[src/rtl/forwarding_scoreboard.sv]
// -----------------------------------------------------------------------------
// forwarding_scoreboard
//
// Forwarding and hazard unit for the ARM pipeline. It keeps a shadow copy of
// every in-flight writer from EX (slot 0) through WB (slot DEPTH). From that
// copy it produces:
//   * per-operand forwarding selects for the instruction currently in EX
//   * a stall request for ID on load-use hazards (forwarding mode) or on any
//     pending writer (stall-only mode)
//   * a saturating count of the cycles spent stalled
//
// Ports
//   clk          in   rising-edge clock
//   rst          in   synchronous reset, active-high
//   hold         in   freeze the shadow pipeline and the stall counter
//   flush        in   squash the instruction entering EX (taken branch)
//   fwd_en       in   1 = forwarding mode, 0 = stall-only mode
//   id_valid     in   ID holds a real instruction
//   id_src       in   ID source registers, operand i at [i*RW +: RW]
//   id_src_used  in   operand i is actually read
//   id_dst       in   ID destination register
//   id_wb_en     in   ID instruction writes back
//   id_is_load   in   ID instruction is a load
//   stall        out  hold PC/IF-ID and inject a bubble into EX (combinational)
//   ex_sel       out  operand i: 0 = regfile, s = forward from slot s (comb.)
//   stall_count  out  saturating count of stall cycles
// -----------------------------------------------------------------------------
module forwarding_scoreboard #(
  parameter  int RW        = 4,
  parameter  int NUM_SRC   = 2,
  parameter  int DEPTH     = 2,
  parameter  int LOAD_SLOT = 2,
  parameter  int CNT_W     = 16,
  localparam int SEL_W     = $clog2(DEPTH + 1)
) (
  input  logic                     clk,
  input  logic                     rst,
  input  logic                     hold,
  input  logic                     flush,
  input  logic                     fwd_en,
  input  logic                     id_valid,
  input  logic [NUM_SRC*RW-1:0]    id_src,
  input  logic [NUM_SRC-1:0]       id_src_used,
  input  logic [RW-1:0]            id_dst,
  input  logic                     id_wb_en,
  input  logic                     id_is_load,
  output logic                     stall,
  output logic [NUM_SRC*SEL_W-1:0] ex_sel,
  output logic [CNT_W-1:0]         stall_count
);

  // Shadow pipeline: index 0 = EX, index DEPTH = WB.
  logic              r_vld [0:DEPTH];
  logic              r_wb  [0:DEPTH];
  logic              r_ld  [0:DEPTH];
  logic [RW-1:0]     r_dst [0:DEPTH];
  // Operand info is only needed for the instruction sitting in EX.
  logic [NUM_SRC*RW-1:0] r_src;
  logic [NUM_SRC-1:0]    r_src_used;
  logic [CNT_W-1:0]      r_cnt;

  logic                     w_hazard;
  logic                     w_stall;
  logic                     w_issue;
  logic [NUM_SRC*SEL_W-1:0] w_sel;

  function automatic logic [CNT_W-1:0] f_sat_inc(input logic [CNT_W-1:0] v);
    return (&v) ? v : v + CNT_W'(1);
  endfunction

  // ID-stage hazard detection against every occupied slot.
  // Forwarding mode only stalls while a load is too young to forward from
  // (slots before LOAD_SLOT-1 when the consumer would reach EX). Stall-only
  // mode waits until the writer reaches WB, which writes the regfile before
  // it is read.
  always_comb begin
    w_hazard = 1'b0;
    for (int i = 0; i < NUM_SRC; i++) begin
      if (id_src_used[i]) begin
        for (int j = 0; j <= DEPTH; j++) begin
          if (r_vld[j] && r_wb[j] && (r_dst[j] == id_src[i*RW +: RW])) begin
            if (fwd_en) begin
              if ((j < LOAD_SLOT - 1) && r_ld[j]) w_hazard = 1'b1;
            end else if (j < DEPTH) begin
              w_hazard = 1'b1;
            end
          end
        end
      end
    end
  end

  // A squash beats a stall: the ID instruction is being discarded anyway.
  assign w_stall = id_valid & ~flush & w_hazard;
  assign w_issue = id_valid & ~flush & ~w_stall;

  // EX-stage forwarding select. Scanning from the oldest slot towards the
  // newest lets the youngest matching writer overwrite older matches.
  always_comb begin
    w_sel = '0;
    for (int i = 0; i < NUM_SRC; i++) begin
      for (int s = DEPTH; s >= 1; s--) begin
        if (fwd_en && r_vld[0] && r_src_used[i] && r_vld[s] && r_wb[s] &&
            (r_dst[s] == r_src[i*RW +: RW])) begin
          w_sel[i*SEL_W +: SEL_W] = SEL_W'(s);
        end
      end
    end
  end

  // ID -> EX -> ... -> WB boundary: control fields, reset to empty.
  always_ff @(posedge clk) begin
    if (rst) begin
      for (int s = 0; s <= DEPTH; s++) begin
        r_vld[s] <= 1'b0;
        r_wb[s]  <= 1'b0;
      end
      r_cnt <= '0;
    end else if (!hold) begin
      for (int s = 1; s <= DEPTH; s++) begin
        r_vld[s] <= r_vld[s-1];
        r_wb[s]  <= r_wb[s-1];
      end
      r_vld[0] <= w_issue;
      r_wb[0]  <= w_issue & id_wb_en;
      if (w_stall) r_cnt <= f_sat_inc(r_cnt);
    end
  end

  // ID -> EX -> ... -> WB boundary: data fields, qualified by r_vld/r_wb.
  always_ff @(posedge clk) begin
    if (!hold) begin
      for (int s = 1; s <= DEPTH; s++) begin
        r_dst[s] <= r_dst[s-1];
        r_ld[s]  <= r_ld[s-1];
      end
      r_dst[0]   <= id_dst;
      r_ld[0]    <= id_is_load;
      r_src      <= id_src;
      r_src_used <= id_src_used;
    end
  end

  assign stall       = w_stall;
  assign ex_sel      = w_sel;
  assign stall_count = r_cnt;

endmodule

[config.mk]
export PLATFORM = sky130hd
export DESIGN_NAME = forwarding_scoreboard
export DESIGN_NICKNAME = d
export VERILOG_FILES = /design/src/rtl/forwarding_scoreboard.sv
export SDC_FILE = /design/constraint.sdc
export NUM_CORES = 1
export LEC_CHECK = 0
export ABC_AREA = 1
export CORE_AREA = 2 2 73 75
export CTS_CLUSTER_DIAMETER = 30
export DETAILED_ROUTE_END_ITERATION = 6
export DIE_AREA = 0 0 75 77
export DONT_BUFFER_PORTS = 1
export PLACE_DENSITY = 0.66
export SYNTH_ARGS = -nofsm -noshare
export SYNTH_HDL_FRONTEND = slang
export SYNTH_SLANG_ARGS = --single-unit
[constraint.sdc]
create_clock -name clk -period 1.5 [get_ports clk]
set_input_delay 0.3 -clock clk [delete_from_list [all_inputs] [get_ports clk]]
set_output_delay 0.3 -clock clk [all_outputs]
set_load 0.02 [all_outputs]
## After elaboration in Yosys (flattened, before gate mapping)

Memory sizes are Yosys's and may differ from the RTL's.
Index checks and enable logic that the tools add are counted.

- Equal/unequal tests: 8
- Multiplexer cells: 27
- Bitwise operators: 14
- Divide/modulo/power cells: 0
- Add/sub/neg operators: 1
- Reduce and logical (&&, ||, !) cells: 23
- Magnitude comparators: 0
- Shifts and indexed selects: 0
- Multipliers: 0

Operators by type and width:

| cell | number |
|---|---|
| $eq A4 B4 Y1 | 8 |
| $mux W1 | 23 |
| $logic_and A1 B1 Y1 | 21 |
| $add A16 B1 Y16 const B | 1 |
| $reduce_and A16 Y1 | 1 |
| $mux W2 | 4 |
| $or A1 B1 Y1 | 6 |
| $and A1 B1 Y1 | 4 |
| $not A1 Y1 | 4 |
| $reduce_and A3 Y1 | 1 |

- Bits in latches: 0
- Memory bits (read-only): 0
- Bits in writable memories: 21
- Flip-flop bits (word level): 26
- Output and inout port bits: 21
- Memories: 4
- Bits of input ports: 22
- Logic and storage cells: 80

Memory list:

| memory | words | bits a word | read ports | clocked after Yosys merged registers in | write ports | line | RTL |
|---|---|---|---|---|---|---|---|
| r_dst | 3 | 4 | 3 | 0 | 3 | 56 | `logic [RW-1:0] r_dst [0:DEPTH];` |
| r_ld | 3 | 1 | 2 | 0 | 3 | 55 | `logic r_ld [0:DEPTH];` |
| r_vld | 3 | 1 | 3 | 0 | 3 | 53 | `logic r_vld [0:DEPTH];` |
| r_wb | 3 | 1 | 3 | 0 | 3 | 54 | `logic r_wb [0:DEPTH];` |

## Longest topological paths before layout

Gate-level depths: netlist of the first run.

- Depth after elaboration: 17
- Gate-level depth with buffers: 14
- Depth with buffers taken out: 12

## Least setup slack after synthesis of the first run

Ideal clock, no wire load.

- Path type: register to output
- From: memory r_dst[1][0], in the netlist r_dst[0][4]
- To: output ex_sel[3]
- Arrival: 1604 ps
- Required time: 1200 ps
- Path slack: -404 ps
- Buffers on the path: 0
- Stages on the path, launching flop included: 7
- Cells stage by stage: edfxtp_1 > inv_2 > o22ai_1 > nor2_1 > nand3_1 > a211oi_1 > nor2_1

RTL lines:

| what | line | RTL |
|---|---|---|
| start, declared | 56 |  |
| end, declared | 48 | `output logic [NUM_SRC*SEL_W-1:0] ex_sel,` |

==> results of run 1 <==
==> metal layers <==
metal	up-vias	GRT usage [%]
met2	51	35.96
met4	0	5.357
met3	5	5.519
met1	1002	25.42
li1	1087	-
met5	-	0
==> stage by stage <==
stage	total power (W)	hold WS [ps]	util [%]	cell area [sq um]	TNS (ps)
after global placement	0.001661	357.2	58.72	2923	-2237
after global routing	0.002658	44.22	63.25	3148	-9243
after floorplan	0.001591	369.1	-	2496	-356.7
final	0.002567	53.51	63.25	3148	-6327
after CTS	0.002558	46.65	61.92	3082	-5708
after detailed placement	0.001669	359.9	58.72	2923	-2549
==> worst max-delay path, cell delays in order (launching register included) <==
cell and delay, ps:
edfxtp_1 470, buf_4 170, buf_4 140, nand2_2 60, o2111ai_2 140, nor3_4 170
buf_4 150, nor2_4 40
==> final cells by class <==
type / count / area, sq um
sequential: 45 / 1205
multi-input combinational: 205 / 1149
clock buffer: 6 / 72.57
timing repair buffer: 54 / 429.2
tap: 70 / 87.58
fill: 453 / 1829
inverter: 45 / 171.4
clock inverter: 2 / 33.78
==> synth_stat cells, drive strengths merged <==
cell type,number,area (sq um)
a211oi,4,30.03
a21oi,15,78.83
a221oi,1,8.760
a22o,1,8.760
a31oi,1,6.260
and3,1,7.510
buf,2,18.77
clkbuf,2,8.750
dfxtp,16,320.3
edfxtp,29,870.8
ha,1,12.51
inv,45,168.9
nand2,82,317.8
nand3,16,85.08
nand3b,1,7.510
nand4,8,50.05
nor2,38,145.1
nor3,9,56.31
nor3b,1,7.510
nor4,1,6.260
o2111ai,1,8.760
o21ai,3,15.01
o22ai,6,37.54
xnor2,6,52.55
xor2,9,78.83
==> flip-flops by register name, summed over array words and instances, names as in the netlist <==
| register | cells |
|---|---|
| stall_count | 16 |
| r_dst | 12 |
| r_src | 8 |
| r_vld | 3 |
| r_wb | 3 |
| r_src_used | 2 |
| r_ld | 1 |
==> worst min path at each step <==
stage	start	cells past startpoint	end
3_3_place_gp	rst	1	stall_count[5]$_SDFFE_PP0P_
6_report	rst	1	stall_count[5]$_SDFFE_PP0P_
4_1_cts	rst	1	stall_count[5]$_SDFFE_PP0P_
5_1_grt	rst	1	stall_count[5]$_SDFFE_PP0P_
2_1_floorplan	rst	1	stall_count[14]$_SDFFE_PP0P_
3_5_place_dp	rst	1	stall_count[5]$_SDFFE_PP0P_
==> cell families (layout without fill, tap and decap cells) <==
group | count (synthesis) | count (layout) | synth area share (%)
and+or+nand+nor | 157 | 157 | 28.36
buffers and inverters | 49 | 107 | 8.155
DFF | 45 | 45 | 49.45
AOI/OAI and AO/OA | 32 | 32 | 8.053
xor gates and xnor gates | 15 | 15 | 5.455
adders and majority gates | 1 | 1 | 0.5194
==> report_power, final <==
group | internal [W] | switching (W)
registers | 0.00138 | 0.0000422
logic | 0.000108 | 0.000139
clock network | 0.000492 | 0.000407
total | 0.00198 | 0.000588
==> repair_timing <==
item | 4_1_cts | 5_1_grt
buffers inserted | 4 | 2
pin swaps | 9 | 11
endpoints found under the setup margin | 21 | 23
gates resized for setup | 8 | 15
hold buffers | 0 | 0
==> key figures, run 1 <==
STA
  • Slew HR: 78.33%
  • Max Clk Rate: 512.7 MHz
  • Minimum clock period: 1950 ps
  • Measured slew at the worst slew-check pin: 322.6 ps
  • Slew Viols, Final: 0
  • Final period util: 130.0%
  • Unrepaired setup endpoints after global routing: true
  • Final worst clock skew: 7.822 ps
  • Final hold violations: 0
  • Setup ws final: -450.4 ps
  • Final setup violation count: 23

Run
  • Max_cap viols: 0

Drt
  • Via density: 5.023
  • Drt drc: 0
  • Initial drt markers: 101
  • Uppermost routed layer: met4
  • DR WL/cell: 13.72 microns
  • Met3 wire length: 346 microns
  • DRT Pass-1 Iters: 4
  • Met2 wire len: 3.000 mm
  • Via count: 2145
  • DRT antenna net count: 0
  • M1 wire length: 2.451 mm
  • Total wire length: 5.860 mm

Global route
  • First-pass GRT wire length: 9.252 mm
  • Largest net degree at the start of global routing: 24
  • Global Route Usage Sum: 20.91%
  • Initial antenna violation count: 0
  • Total grt overflow: 0
  • Vias in the first global route: 2057

Clock network
  • Sink Count: 45
  • Total CTS buffers: 5
  • Worst-path clk slew: 90 ps
  • H-Tree Depth: 2
  • Worst skew pair latency: 300 ps
  • Clock Tree Buf Depth: 2
  • Root buf cell: clkbuf_8
  • CTS tree: done

Placed design
  • Place WS: -164.3 ps
  • Post-DP HPWL: 4.375 mm
  • Gpl congestion: 0.8696
  • # port buffers: 0
  • Placed insts: 413

Floorplan
  • IO Pins: 43
  • DIE WIDTH: 75 microns
  • Num rows: 26
  • Die area: 5775 sq um
  • Die Span Y: 77 microns
  • Initial Util: 48.39%
  • Core Region: 4977 sq um

Worst setup path
  • Setup crit end kind: output pin
  • Worst R2R Start: r_dst[0][6]$_DFFE_PN_
  • Worst EP required: 1200 ps
  • Max FO, Critical Path: 5
  • Flop2flop setup slack: -300 ps
  • Setup Crit Path Kind: flop to output pin
  • Setup crit end: ex_sel[1]
  • FF-to-FF End: stall_count[2]$_SDFFE_PP0P_
  • Setup crit start kind: flop
  • CP startpoint: r_dst[0][4]$_DFFE_PN_
  • CP arrival: 1650 ps
  • R2r worst-path depth: 14

Power and ir drop
  • Pwr Density: 815.5 nW/um^2
  • Peak supply drop: 376.1 uV
  • Leak: 1.360 nW

Layout
  • Fraction of layout cells with a size suffix above 1: 28.85%
  • Most frequent cells in the layout: 72 x nand2_1, 50 x buf_4, 40 x inv_1, 34 x nor2_1, 29 x edfxtp_1
  • Commonest non-fill, non-tap cell in the layout: nand2_1
  • Ant. Diodes: 0
  • Post-Layout Cell Count: 427
  • Fin nets: 379
  • Synthesis-to-layout area growth: 30.70%

Status
  • Violated checks: setup timing
  • Status: finished, violations left

Synth
  • Syn nets: 322
  • Post-Synthesis Cell Area: 2409 sq um
  • Syn Area/Cell: 8.055 sq um
  • Syn Inst Count: 299
  • Register area share after synthesis: 49.45%
  • YS warnings: 0
  • Yosys reg bits: 45
  • Synth cell types: 34

Hold path
  • Worst hold-check path type: input pin to flop
Power figures use the tool's default switching activity.
==> inputs of run 2 (changes only) <==
--- a/config.mk
+++ b/config.mk
@@ -6,6 +6,7 @@
 export NUM_CORES = 1
 export LEC_CHECK = 0
 export ABC_AREA = 1
+export CAP_MARGIN = 5
 export CORE_AREA = 2 2 73 75
 export CTS_CLUSTER_DIAMETER = 30
 export DETAILED_ROUTE_END_ITERATION = 6
==> results of run 2 <==
No change in the layout: final DEF, timing and power equal those of run 1.
